File: src/rtl/simd_fetch_decode.sv
// simd_fetch_decode
// Sequential fetch/decode front end for a small SIMD engine. On a start
// request it walks instruction memory from address 0. It skips NOPs and
// offers every other legal instruction downstream through a valid/ready
// handshake. It ends the program on STOP (after issuing it) or on an illegal
// opcode.
//
// Optional feature: define SIMD_FD_PERF_COUNT_EN to add the issue_count
// output, a saturating count of completed issue handshakes.
//
// Opcode map (upper four instruction bits):
//   0x0 NOP, 0x1 FETCH_A, 0x2 FETCH_B, 0x3 ADD, 0x4 STOP, 0x5 SUB,
//   0x6 MUL, 0x7 STORE; 0x8-0xF are illegal (top opcode bit set).
module simd_fetch_decode #(
    parameter int INST_LEN   = 12,
    parameter int PC_LEN     = 12,
    parameter int DRAM_DEPTH = 256,
    localparam int DRAM_ADDR_WIDTH = $clog2(DRAM_DEPTH)
) (
    input  logic                       clk,
    input  logic                       rstn,
    input  logic                       valid,
    output logic [PC_LEN-1:0]          inst_read_addr,
    input  logic [INST_LEN-1:0]        inst_read_data,
    output logic                       issue_valid,
    input  logic                       issue_ready,
    output logic [3:0]                 issue_op,
    output logic [DRAM_ADDR_WIDTH-1:0] issue_addr,
    output logic                       busy,
    output logic                       stop,
    output logic                       illegal
`ifdef SIMD_FD_PERF_COUNT_EN
    ,
    output logic [PC_LEN-1:0]          issue_count
`endif
);

    typedef enum logic [2:0] {
        S_IDLE,
        S_FETCH,
        S_LATCH,
        S_ISSUE,
        S_DONE
    } state_t;

    localparam logic [3:0] OP_NOP  = 4'h0;
    localparam logic [3:0] OP_STOP = 4'h4;

    state_t                     state_q;
    logic [PC_LEN-1:0]          pc_q;
    logic [3:0]                 issueOp_q;
    logic [DRAM_ADDR_WIDTH-1:0] issueAddr_q;
    logic                       issueValid_q;
    logic                       busy_q;
    logic                       stop_q;
    logic                       illegal_q;

    logic [3:0]                 latchOp;
    logic [DRAM_ADDR_WIDTH-1:0] latchAddr;
    logic [PC_LEN-1:0]          pcInc;
    logic                       startAccept;
    logic                       handshake;

    // The instruction word arriving from memory, split into opcode and operand
    // address. A start request is accepted only while idle or finished. A
    // handshake happens only while an instruction is on offer.
    assign latchOp     = inst_read_data[INST_LEN-1 -: 4];
    assign latchAddr   = inst_read_data[DRAM_ADDR_WIDTH-1:0];
    assign pcInc       = pc_q + PC_LEN'(1);
    assign startAccept = valid && ((state_q == S_IDLE) || (state_q == S_DONE));
    assign handshake   = (state_q == S_ISSUE) && issue_ready;

    // Main sequencer. The pc doubles as the instruction address, so the
    // memory address is already stable throughout FETCH. Every output is a
    // register that is updated together with the state.
    always_ff @(posedge clk) begin
        if (!rstn) begin
            state_q      <= S_IDLE;
            pc_q         <= '0;
            issueOp_q    <= '0;
            issueAddr_q  <= '0;
            issueValid_q <= 1'b0;
            busy_q       <= 1'b0;
            stop_q       <= 1'b0;
            illegal_q    <= 1'b0;
        end else begin
            case (state_q)
                S_IDLE, S_DONE: begin
                    if (startAccept) begin
                        state_q   <= S_FETCH;
                        pc_q      <= '0;
                        busy_q    <= 1'b1;
                        stop_q    <= 1'b0;
                        illegal_q <= 1'b0;
                    end
                end
                S_FETCH: begin
                    state_q <= S_LATCH;
                end
                S_LATCH: begin
                    issueOp_q   <= latchOp;
                    issueAddr_q <= latchAddr;
                    if (latchOp == OP_NOP) begin
                        state_q <= S_FETCH;
                        pc_q    <= pcInc;
                    end else if (latchOp[3]) begin
                        state_q   <= S_DONE;
                        illegal_q <= 1'b1;
                        stop_q    <= 1'b1;
                        busy_q    <= 1'b0;
                    end else begin
                        state_q      <= S_ISSUE;
                        issueValid_q <= 1'b1;
                    end
                end
                S_ISSUE: begin
                    if (issue_ready) begin
                        issueValid_q <= 1'b0;
                        if (issueOp_q == OP_STOP) begin
                            state_q <= S_DONE;
                            stop_q  <= 1'b1;
                            busy_q  <= 1'b0;
                        end else begin
                            state_q <= S_FETCH;
                            pc_q    <= pcInc;
                        end
                    end
                end
                default: begin
                    state_q      <= S_IDLE;
                    issueValid_q <= 1'b0;
                    busy_q       <= 1'b0;
                end
            endcase
        end
    end

`ifdef SIMD_FD_PERF_COUNT_EN
    logic [PC_LEN-1:0] issueCount_q;

    // Count completed handshakes per program run, sticking at all-ones.
    always_ff @(posedge clk) begin
        if (!rstn) begin
            issueCount_q <= '0;
        end else if (startAccept) begin
            issueCount_q <= '0;
        end else if (handshake && (issueCount_q != '1)) begin
            issueCount_q <= issueCount_q + PC_LEN'(1);
        end
    end

    assign issue_count = issueCount_q;
`endif

    assign inst_read_addr = pc_q;
    assign issue_valid    = issueValid_q;
    assign issue_op       = issueOp_q;
    assign issue_addr     = issueAddr_q;
    assign busy           = busy_q;
    assign stop           = stop_q;
    assign illegal        = illegal_q;

endmodule

File: config.mk
export PLATFORM = sky130hd
export DESIGN_NAME = simd_fetch_decode
export DESIGN_NICKNAME = d
export VERILOG_FILES = /design/src/rtl/simd_fetch_decode.sv
export SDC_FILE = /design/constraint.sdc
export NUM_CORES = 1
export LEC_CHECK = 0
export BUFFER_PORTS_ARGS = -buffer_cell sky130_fd_sc_hd__buf_2
export CAP_MARGIN = 20
export CORE_ASPECT_RATIO = 0.5
export CORE_MARGIN = 2
export CORE_UTILIZATION = 35
export DETAILED_ROUTE_END_ITERATION = 7
export PLACE_DENSITY = 0.65
export SLEW_MARGIN = 40
export SYNTH_ARGS = -nofsm -noshare
export SYNTH_HDL_FRONTEND = slang
export SYNTH_SLANG_ARGS = --single-unit
File: constraint.sdc
create_clock -name clk -period 2.2 [get_ports clk]
set_input_delay 0.33 -clock clk [delete_from_list [all_inputs] [get_ports clk]]
set_output_delay 0.33 -clock clk [all_outputs]
set_load 0.01 [all_outputs]
==> flow_metrics.tcl, run 1 <==
set metrics [dict create \
    synthTopCellsByArea "dfxtp_1 (42%), nand2_1 (8.4%), a21oi_1 (7.4%), mux2i_1 (2.7%), nand2b_1 (2.5%)" \
    min_from "inst_read_data[6]" \
    clock_tree.root_cell "clkbuf_8" \
    area_growth_pct 26.5 \
    drv_slew 0 \
    grt_max_degree 18 \
    final_cell_count_no_fill 275 \
    track_usage_pct 15.3 \
    clk_latency_ns 0.28 \
    fmax_mhz 501 \
    dp_cells 267 \
    die_x_um 96.0 \
    layout-drive-gt1-share_pct 29.4 \
    route.detailed.drc 0 \
    path_cells "or4b_4 -> a221oi_4 -> o311ai_0 -> o31ai_1" \
    critPathRequiredTime_ns 2.38 \
    ys.flop_type "dfxtp_1" \
    gr-total-overflow 0 \
    drtIter0Drc 38 \
    ff2ff_setup_slack_ns 0.20 \
    worstReg2RegStart "issue_op[0]" \
    cts_setup_buffers 0 \
    clock-sinks 31 \
    cts_resized 0 \
    setup_violations 0 \
    dp_hpwl_mm 2.55 \
    power_leakage_nw 0.764 \
    fin_util_pct 47.0 \
    yosysMostFrequentCell "nand2_1" \
    run_status "complete, no violations" \
    syn-num-nets 191 \
    dp_slack_ns 0.247 \
    powerDensity_nw_per_um2 730 \
    finalCritPeriodShare_pct 90.7 \
    cp-end-kind "flop" \
    antenna_found_initial 0 \
    path_class "flop to flop" \
    rsz0062_at_grt "false" \
    whs_endpoint "issue_addr[6]" \
    rows 16 \
    synth_top_area_share_pct 41.9 \
    ys_types 40 \
    fin_nets 237 \
    fillers 387 \
    synthCells 174 \
    place.gp.congestion 0.794 \
    cts_buffers 5 \
    synth_common_cells "nand2_1 (33), dfxtp_1 (31), a21oi_1 (22)" \
    rr_worst_depth 4 \
    die_h_um 50.0 \
    drt.antenna.violating_nets 0 \
    crit_path_top_delay_cell "a221oi_4" \
    finClkSkew_ns 0.00824 \
    r2r-end "inst_read_addr[6]" \
    hold_path.class "input port to flop" \
    start_util_pct 37.2 \
    cts_tree "yes" \
    syn_area_um2 1480 \
    dr.pass1.iters 4 \
    fin_crit_ns 2.00 \
    yosysSeqAreaShare_pct 41.9 \
    hold_viol 0 \
    first_global_vias 1228 \
    synthArstFlopShare_pct 0 \
    clk_pin_slew_worst_paths_ns 0.07 \
    antenna_cells 0 \
    routed_wl_mm 3.50 \
    maxCapViolCount 0 \
    cts_buffer_depth 2 \
    routedWlPerCell_um 12.7 \
    cts_hold_buffers 0 \
    critPathArrivalTime_ns 2.17 \
    worst_slack_ns 0.205 \
    whs_path_depth 3 \
    avgSynthCellArea_um2 8.51 \
    worst_slew_pin_slew_ns 0.688 \
    vias_per_cell 5.17 \
    worst_setup_path_start_kind "flop" \
    ios 44 \
    path_max_fanout 17 \
    ys_warn_count 0 \
    relSlewSlack_pct 54.2 \
    grt_pass1_wl_mm 5.72 \
    ys_ff_latch 31 \
    die_area_um2 4800 \
    synth_edf_count 0 \
    h-tree-depth 2 \
    cpPeakStageDelay_ns 0.63 \
    portBuffers 43 \
    yosys.area.top_type "dfxtp_1" \
    coreArea_um2 3980 \
    peakVddDrop_uv 305 \
    route.vias.total 1421 \
    tns_ns 0 \
]
worst max-delay path by stage:
| stage | from | endpoint | cells after the start |
|---|---|---|---|
| floorplan | issue_op[0] | inst_read_addr[4] | 5 |
| global placement | inst_read_data[8] | inst_read_addr[10] | 5 |
| detailed placement | issue_op[0] | inst_read_addr[6] | 4 |
| CTS | issue_op[0] | inst_read_addr[6] | 4 |
| global route | issue_op[0] | inst_read_addr[6] | 4 |
| finish | issue_op[0] | inst_read_addr[6] | 4 |
logic make-up after synthesis:
logic type	synth area share, %
buf+inv	4.31
simple gates	27.7
compound gates	21.0
fa+ha+maj	0.844
flops	41.9
mux	4.22
critical path, delay by kind of cell, from the launching register on:
kind | cells | cell delay, ns
flops | 1 | 0.33
simple gates | 1 | 0.57
compound gates | 3 | 1.00
power by group:
part / internal [mW] / total (mW) / switching [mW]
Clock: 0.366 / 0.583 / 0.217
Sequential: 0.583 / 0.603 / 0.0199
Combinational: 0.0750 / 0.181 / 0.106
Total: 1.02 / 1.37 / 0.343
through the flow:
step / cell area [um2] / total power, mW / hold WS [ns]
after floorplan: 1480 / 0.734 / 0.466
after global placement: 1760 / 0.793 / 0.439
after detailed placement: 1760 / 0.797 / 0.445
after CTS: 1870 / 1.38 / 0.276
after global routing: 1870 / 1.43 / 0.288
final: 1870 / 1.37 / 0.281
sequential cells by signal, indices dropped and copies added (netlist names):
signal,flops
issue_addr,8
stop,1
state_q,3
issue_op,4
busy,1
issue_valid,1
inst_read_addr,12
illegal,1
cells in the final DEF, fill, tap and decap left out, drive strengths merged, types with 2 or more instances in the layout:
cell,n
o211ai,2
nand2b,6
mux2,2
mux2i,4
buf,48
clkbuf,6
o221a,2
o21ai,4
or4,3
nor4,5
and3,2
a21oi,22
or3,6
o21a,4
o311ai,3
nand4,3
nor3,2
clkinv,2
o31ai,5
nand2,33
dfxtp,31
nor2,6
inv,4
nand3,3
metal layers:
metal	part of all wire (%)	up-vias	track usage, %
met4	0	0	3.57
met2	48	35	24.3
met5	0	-	0
met3	5.3	0	5.05
li1	-	719	-
met1	47	667	20.1
area by class of cell:
type	count	area, um2	share of cell area (%)
clock buffers	6	82.6	4.41
flip-flops and latches	31	621	33.1
clock inverters	2	35.0	1.87
repair buffers	48	253	13.5
well taps	54	67.6	3.60
inverters	5	18.8	1.00
multi-input cells	129	797	42.5
Power figures use the tool's default switching activity.
==> inputs of run 2 (changes only) <==
--- a/config.mk
+++ b/config.mk
@@ -8,10 +8,10 @@
 export BUFFER_PORTS_ARGS = -buffer_cell sky130_fd_sc_hd__buf_2
 export CAP_MARGIN = 20
 export CORE_ASPECT_RATIO = 0.5
-export CORE_MARGIN = 2
-export CORE_UTILIZATION = 35
+export CORE_MARGIN = 10
+export CORE_UTILIZATION = 50
 export DETAILED_ROUTE_END_ITERATION = 7
-export PLACE_DENSITY = 0.65
+export PLACE_DENSITY = 0.85
 export SLEW_MARGIN = 40
 export SYNTH_ARGS = -nofsm -noshare
 export SYNTH_HDL_FRONTEND = slang
==> run 2 against run 1 <==
  * Design area fell by 3.1%
  * Wire length increased by 4.4%
  * Critical path depth did not move
  * Power down 11%
  * Largest cell class unchanged
==> flow_metrics.tcl, run 2 (synthesis results as in run 1) <==
set metrics [dict create \
    clk_latency_ns 0.28 \
    path_max_fanout 17 \
    h-tree-depth 2 \
    peakVddDrop_uv 501 \
    run_status "complete, no violations" \
    cts_setup_buffers 0 \
    fin_util_pct 66.9 \
    area_growth_pct 22.6 \
    track_usage_pct 12.9 \
    start_util_pct 54.5 \
    layout-drive-gt1-share_pct 28.5 \
    setup_violations 0 \
    routedWlPerCell_um 14.2 \
    clk_pin_slew_worst_paths_ns 0.07 \
    finalCritPeriodShare_pct 88.3 \
    largest_register_ffs 12 \
    dp_hpwl_mm 2.80 \
    gr-total-overflow 0 \
    cts_resized 0 \
    fillers 236 \
    drv_slew 0 \
    place.gp.congestion 0.818 \
    first_global_vias 1263 \
    grt_max_degree 19 \
    path_class "flop to flop" \
    rows 13 \
    worst_setup_path_start_kind "flop" \
    path_cells "or4b_4 -> a221oi_4 -> nor4_2 -> mux2i_1" \
    ios 44 \
    dr.pass1.iters 4 \
    cpPeakStageDelay_ns 0.61 \
    antenna_found_initial 0 \
    rsz0062_at_grt "false" \
    final_cell_mix "buf_2 (43), nand2_1 (33), dfxtp_1 (31)" \
    die_area_um2 5670 \
    critPathArrivalTime_ns 2.14 \
    cts_buffers 5 \
    relSlewSlack_pct 55.8 \
    die_h_um 58.5 \
    clock_tree.root_cell "clkbuf_8" \
    final_common_cell "buf_2" \
    route.vias.total 1422 \
    drtIter0Drc 66 \
    drt.antenna.violating_nets 0 \
    critPathRequiredTime_ns 2.39 \
    powerDensity_nw_per_um2 666 \
    multi_input_area_um2 797 \
    cts_buffer_depth 2 \
    antenna_cells 0 \
    grt_pass1_wl_mm 6.16 \
    critPathTopFamily "simple AND/OR/NAND/NOR gates" \
    fin_crit_ns 1.94 \
    portBuffers 43 \
    die_x_um 97.0 \
    maxCapViolCount 0 \
    worst_slew_pin_slew_ns 0.663 \
    tns_ns 0 \
    fin_nets 237 \
    cts_tree "yes" \
    cp-end-kind "flop" \
    seq_area_um2 621 \
    coreArea_um2 2720 \
    vias_per_cell 5.51 \
    hold_path.class "input port to flop" \
    route.detailed.drc 0 \
    cts_hold_buffers 0 \
    hold_viol 0 \
    crit_path_top_delay_cell "a221oi_4" \
    fmax_mhz 515 \
    power_leakage_nw 0.745 \
    critPathBufInv 0 \
    clock-sinks 31 \
    finClkSkew_ns 0.00507 \
    routed_wl_mm 3.66 \
]
[run 2: changes by cell type in the layout (fill, tap and decap cells not counted), sizes merged]
cell    previous run  this run
bufinv             1         0
clkbuf             6         7
[run 2: power by group]
part	internal [mW]	total, mW	leakage, nW	switching, mW
Sequential	0.583	0.601	0.252	0.0177
Clock	0.222	0.426	0.0422	0.204
Combinational	0.0752	0.183	0.452	0.108
Total	0.880	1.21	0.745	0.330
[run 2: final cells by class]
type	count	area share (%)
clock buffers	7	4.20
clock inverters	1	0.275
inverters	5	1.03
multi-input cells	129	43.9
flip-flops and latches	31	34.2
well taps	37	2.55
repair buffers	48	13.9
[run 2: per-layer routing]
layer / global-route usage (%) / vias to the layer above / wire length (um)
met5: 0 / - / 0
met4: 3.76 / 0 / 39
met3: 5.82 / 6 / 326
met2: 20.5 / 54 / 1640
met1: 15.5 / 641 / 1660
li1: - / 721 / -
[run 2: final timing paths]
kind                startpoint                  to  slack (ns)  depth (start not counted)
max reg2reg        issue_op[0]  inst_read_addr[11]        0.26                          4
min reg2reg      issue_addr[0]       issue_addr[0]        0.45                          2
min          inst_read_data[1]       issue_addr[1]        0.29                          3
max                issue_op[0]  inst_read_addr[11]        0.26                          4
[run 2: through the flow]
stage / setup WS (ns) / instance area, um2 / instances / power, mW / hold slack [ns]
CTS: 0.252 / 1820 / 258 / 1.22 / 0.281
floorplan: 0.489 / 1480 / 174 / 0.734 / 0.466
detailed placement: 0.275 / 1740 / 250 / 0.797 / 0.446
finish: 0.256 / 1820 / 258 / 1.21 / 0.288
global placement: 0.334 / 1740 / 250 / 0.793 / 0.439
global route: 0.0585 / 1820 / 258 / 1.28 / 0.288
[run 2: worst min-delay path, delay by kind of cell]
family	cells	cell delay (ns)
simple gates	1	0.04
compound gates	1	0.05
buf+inv	1	0.09
==> inputs of run 3 (changes only) <==
--- a/config.mk
+++ b/config.mk
@@ -6,12 +6,13 @@
 export NUM_CORES = 1
 export LEC_CHECK = 0
 export BUFFER_PORTS_ARGS = -buffer_cell sky130_fd_sc_hd__buf_2
-export CAP_MARGIN = 20
+export CAP_MARGIN = 40
 export CORE_ASPECT_RATIO = 0.5
 export CORE_MARGIN = 10
-export CORE_UTILIZATION = 50
+export CORE_UTILIZATION = 53
+export CTS_BUF_LIST = sky130_fd_sc_hd__clkbuf_8
 export DETAILED_ROUTE_END_ITERATION = 7
-export PLACE_DENSITY = 0.85
+export PLACE_DENSITY = 0.89
 export SLEW_MARGIN = 40
 export SYNTH_ARGS = -nofsm -noshare
 export SYNTH_HDL_FRONTEND = slang
==> run 3 against run 2 <==
  * Clock power up 38%
  * Sequential share of layout area down 0.53 points
  * Critical path depth unchanged
  * Register-to-register slack about the same
  * Wire length up 3.5%
  * Flip-flop and latch count unchanged
  * Fmax up 0.43%
  * Sequential power about the same
  * Clock skew up 0.0021 ns
==> flow_metrics.tcl, run 3 (synthesis results as in run 1) <==
set metrics [dict create \
    critPathRequiredTime_ns 2.40 \
    wl_met2_mm 1.80 \
    cp-endpoint "inst_read_addr[6]" \
    route.vias.total 1455 \
    rsz0062_at_grt "false" \
    startpoint "issue_op[0]" \
    drt.antenna.violating_nets 0 \
    start_util_pct 56.2 \
    vias_per_cell 5.66 \
    grt_max_degree 18 \
    clk_pin_slew_worst_paths_ns 0.07 \
    dr.pass1.iters 4 \
    final_cell_mix "buf_2 (43), nand2_1 (33), dfxtp_1 (31)" \
    coreArea_um2 2640 \
    rr_worst_depth 4 \
    dp_slack_ns 0.287 \
    critPathArrivalTime_ns 2.14 \
    final_common_cell "buf_2" \
    finalCritPeriodShare_pct 88.0 \
    drtIter0Drc 100 \
    cts_resized 0 \
    drv_slew 0 \
    relSlewSlack_pct 55.8 \
    cts_tree "yes" \
    cts_setup_buffers 0 \
    hold_path.class "input port to flop" \
    peakVddDrop_uv 447 \
    path_cells "or4b_4 -> a221oi_4 -> o311ai_0 -> o31ai_1" \
    fin_nets 236 \
    clock_tree.root_cell "clkbuf_8" \
    portBuffers 43 \
    antenna_cells 0 \
    ios 44 \
    place.gp.congestion 0.846 \
    worst_slack_ns 0.265 \
    area_growth_pct 24.6 \
    rows 13 \
    clk_latency_ns 0.28 \
    path_max_fanout 17 \
    maxCapViolCount 0 \
    fin_crit_ns 1.94 \
    routed-wl-met3_um 295 \
    hold_viol 0 \
    layout-drive-gt1-share_pct 29.1 \
    cts_buffers 5 \
    first_global_vias 1411 \
    cpPeakStageDelay_ns 0.61 \
    power_leakage_nw 0.759 \
    largest_register_ffs 12 \
    powerDensity_nw_per_um2 745 \
    grt_pass1_wl_mm 6.44 \
    top_layer "met4" \
    drt-met1-wl_mm 1.63 \
    die_x_um 94.8 \
    routedWlPerCell_um 14.7 \
    cts_buffer_depth 2 \
    dp_hpwl_mm 2.74 \
    clock-sinks 31 \
    run_status "complete, no violations" \
    tns_ns 0 \
    r2r-end "inst_read_addr[6]" \
    crit_path_top_delay_cell "a221oi_4" \
    gr-total-overflow 0 \
    routed_wl_mm 3.79 \
    cts_hold_buffers 0 \
    antenna_found_initial 0 \
    setup_violations 0 \
    worstReg2RegStart "issue_op[0]" \
    ff2ff_setup_slack_ns 0.26 \
    fmax_mhz 517 \
    route.detailed.drc 0 \
    track_usage_pct 14.4 \
    worst_slew_pin_slew_ns 0.663 \
    finClkSkew_ns 0.00714 \
    die_area_um2 5440 \
    path_class "flop to flop" \
    h-tree-depth 2 \
    worst_setup_path_start_kind "flop" \
    die_h_um 57.4 \
    cp-end-kind "flop" \
]
[run 3: worst max-delay path: cells and delay by family, from the launching register on]
| kind | cells | cell delay (ns) |
|---|---|---|
| DFF | 1 | 0.33 |
| AOI/OAI and AO/OA | 3 | 0.95 |
| and+or+nand+nor | 1 | 0.57 |
[run 3: how the worst min path moves through the flow]
stage / startpoint / endpoint / slack, ns / cells after the start
after floorplan: inst_read_data[0] / issue_addr[0] / 0.47 / 2
after global placement: issue_addr[3] / issue_addr[3] / 0.44 / 2
after detailed placement: issue_addr[3] / issue_addr[3] / 0.44 / 2
final: inst_read_data[3] / issue_addr[3] / 0.28 / 3
after global routing: inst_read_data[4] / issue_addr[4] / 0.29 / 3
after CTS: inst_read_data[3] / issue_addr[3] / 0.27 / 3
[run 3: layout make-up]
| cell class | instances | area (um2) |
|---|---|---|
| Clock buffer | 6 | 82.6 |
| Clock inverter | 2 | 35.0 |
| Fill cell | 212 | 790 |
| Inverter | 5 | 18.8 |
| Multi-Input combinational cell | 129 | 797 |
| Sequential cell | 31 | 621 |
| Tap cell | 37 | 46.3 |
| Timing Repair Buffer | 47 | 245 |
[run 3: per-layer routing]
layer  vias to the layer above  track usage (%)
li1                        716                -
met4                         0             5.08
met1                       678             17.6
met3                        11             5.22
met5                         -                0
met2                        50             23.0
[run 3: where the power goes]
part           leakage (nW)  switching [mW]  internal [mW]
Combinational         0.446           0.107         0.0735
Clock                0.0612           0.223          0.366
Sequential            0.252          0.0212          0.583
[run 3: through the flow]
stage,cell area [um2],utilization (%),cells,power (mW),hold WS [ns]
after detailed placement,1730,65.6,249,0.795,0.443
after global routing,1850,70.0,257,1.43,0.294
after floorplan,1480,-,174,0.734,0.466
final,1850,70.0,257,1.37,0.276
after CTS,1850,70.0,257,1.38,0.274
after global placement,1730,65.6,249,0.790,0.439
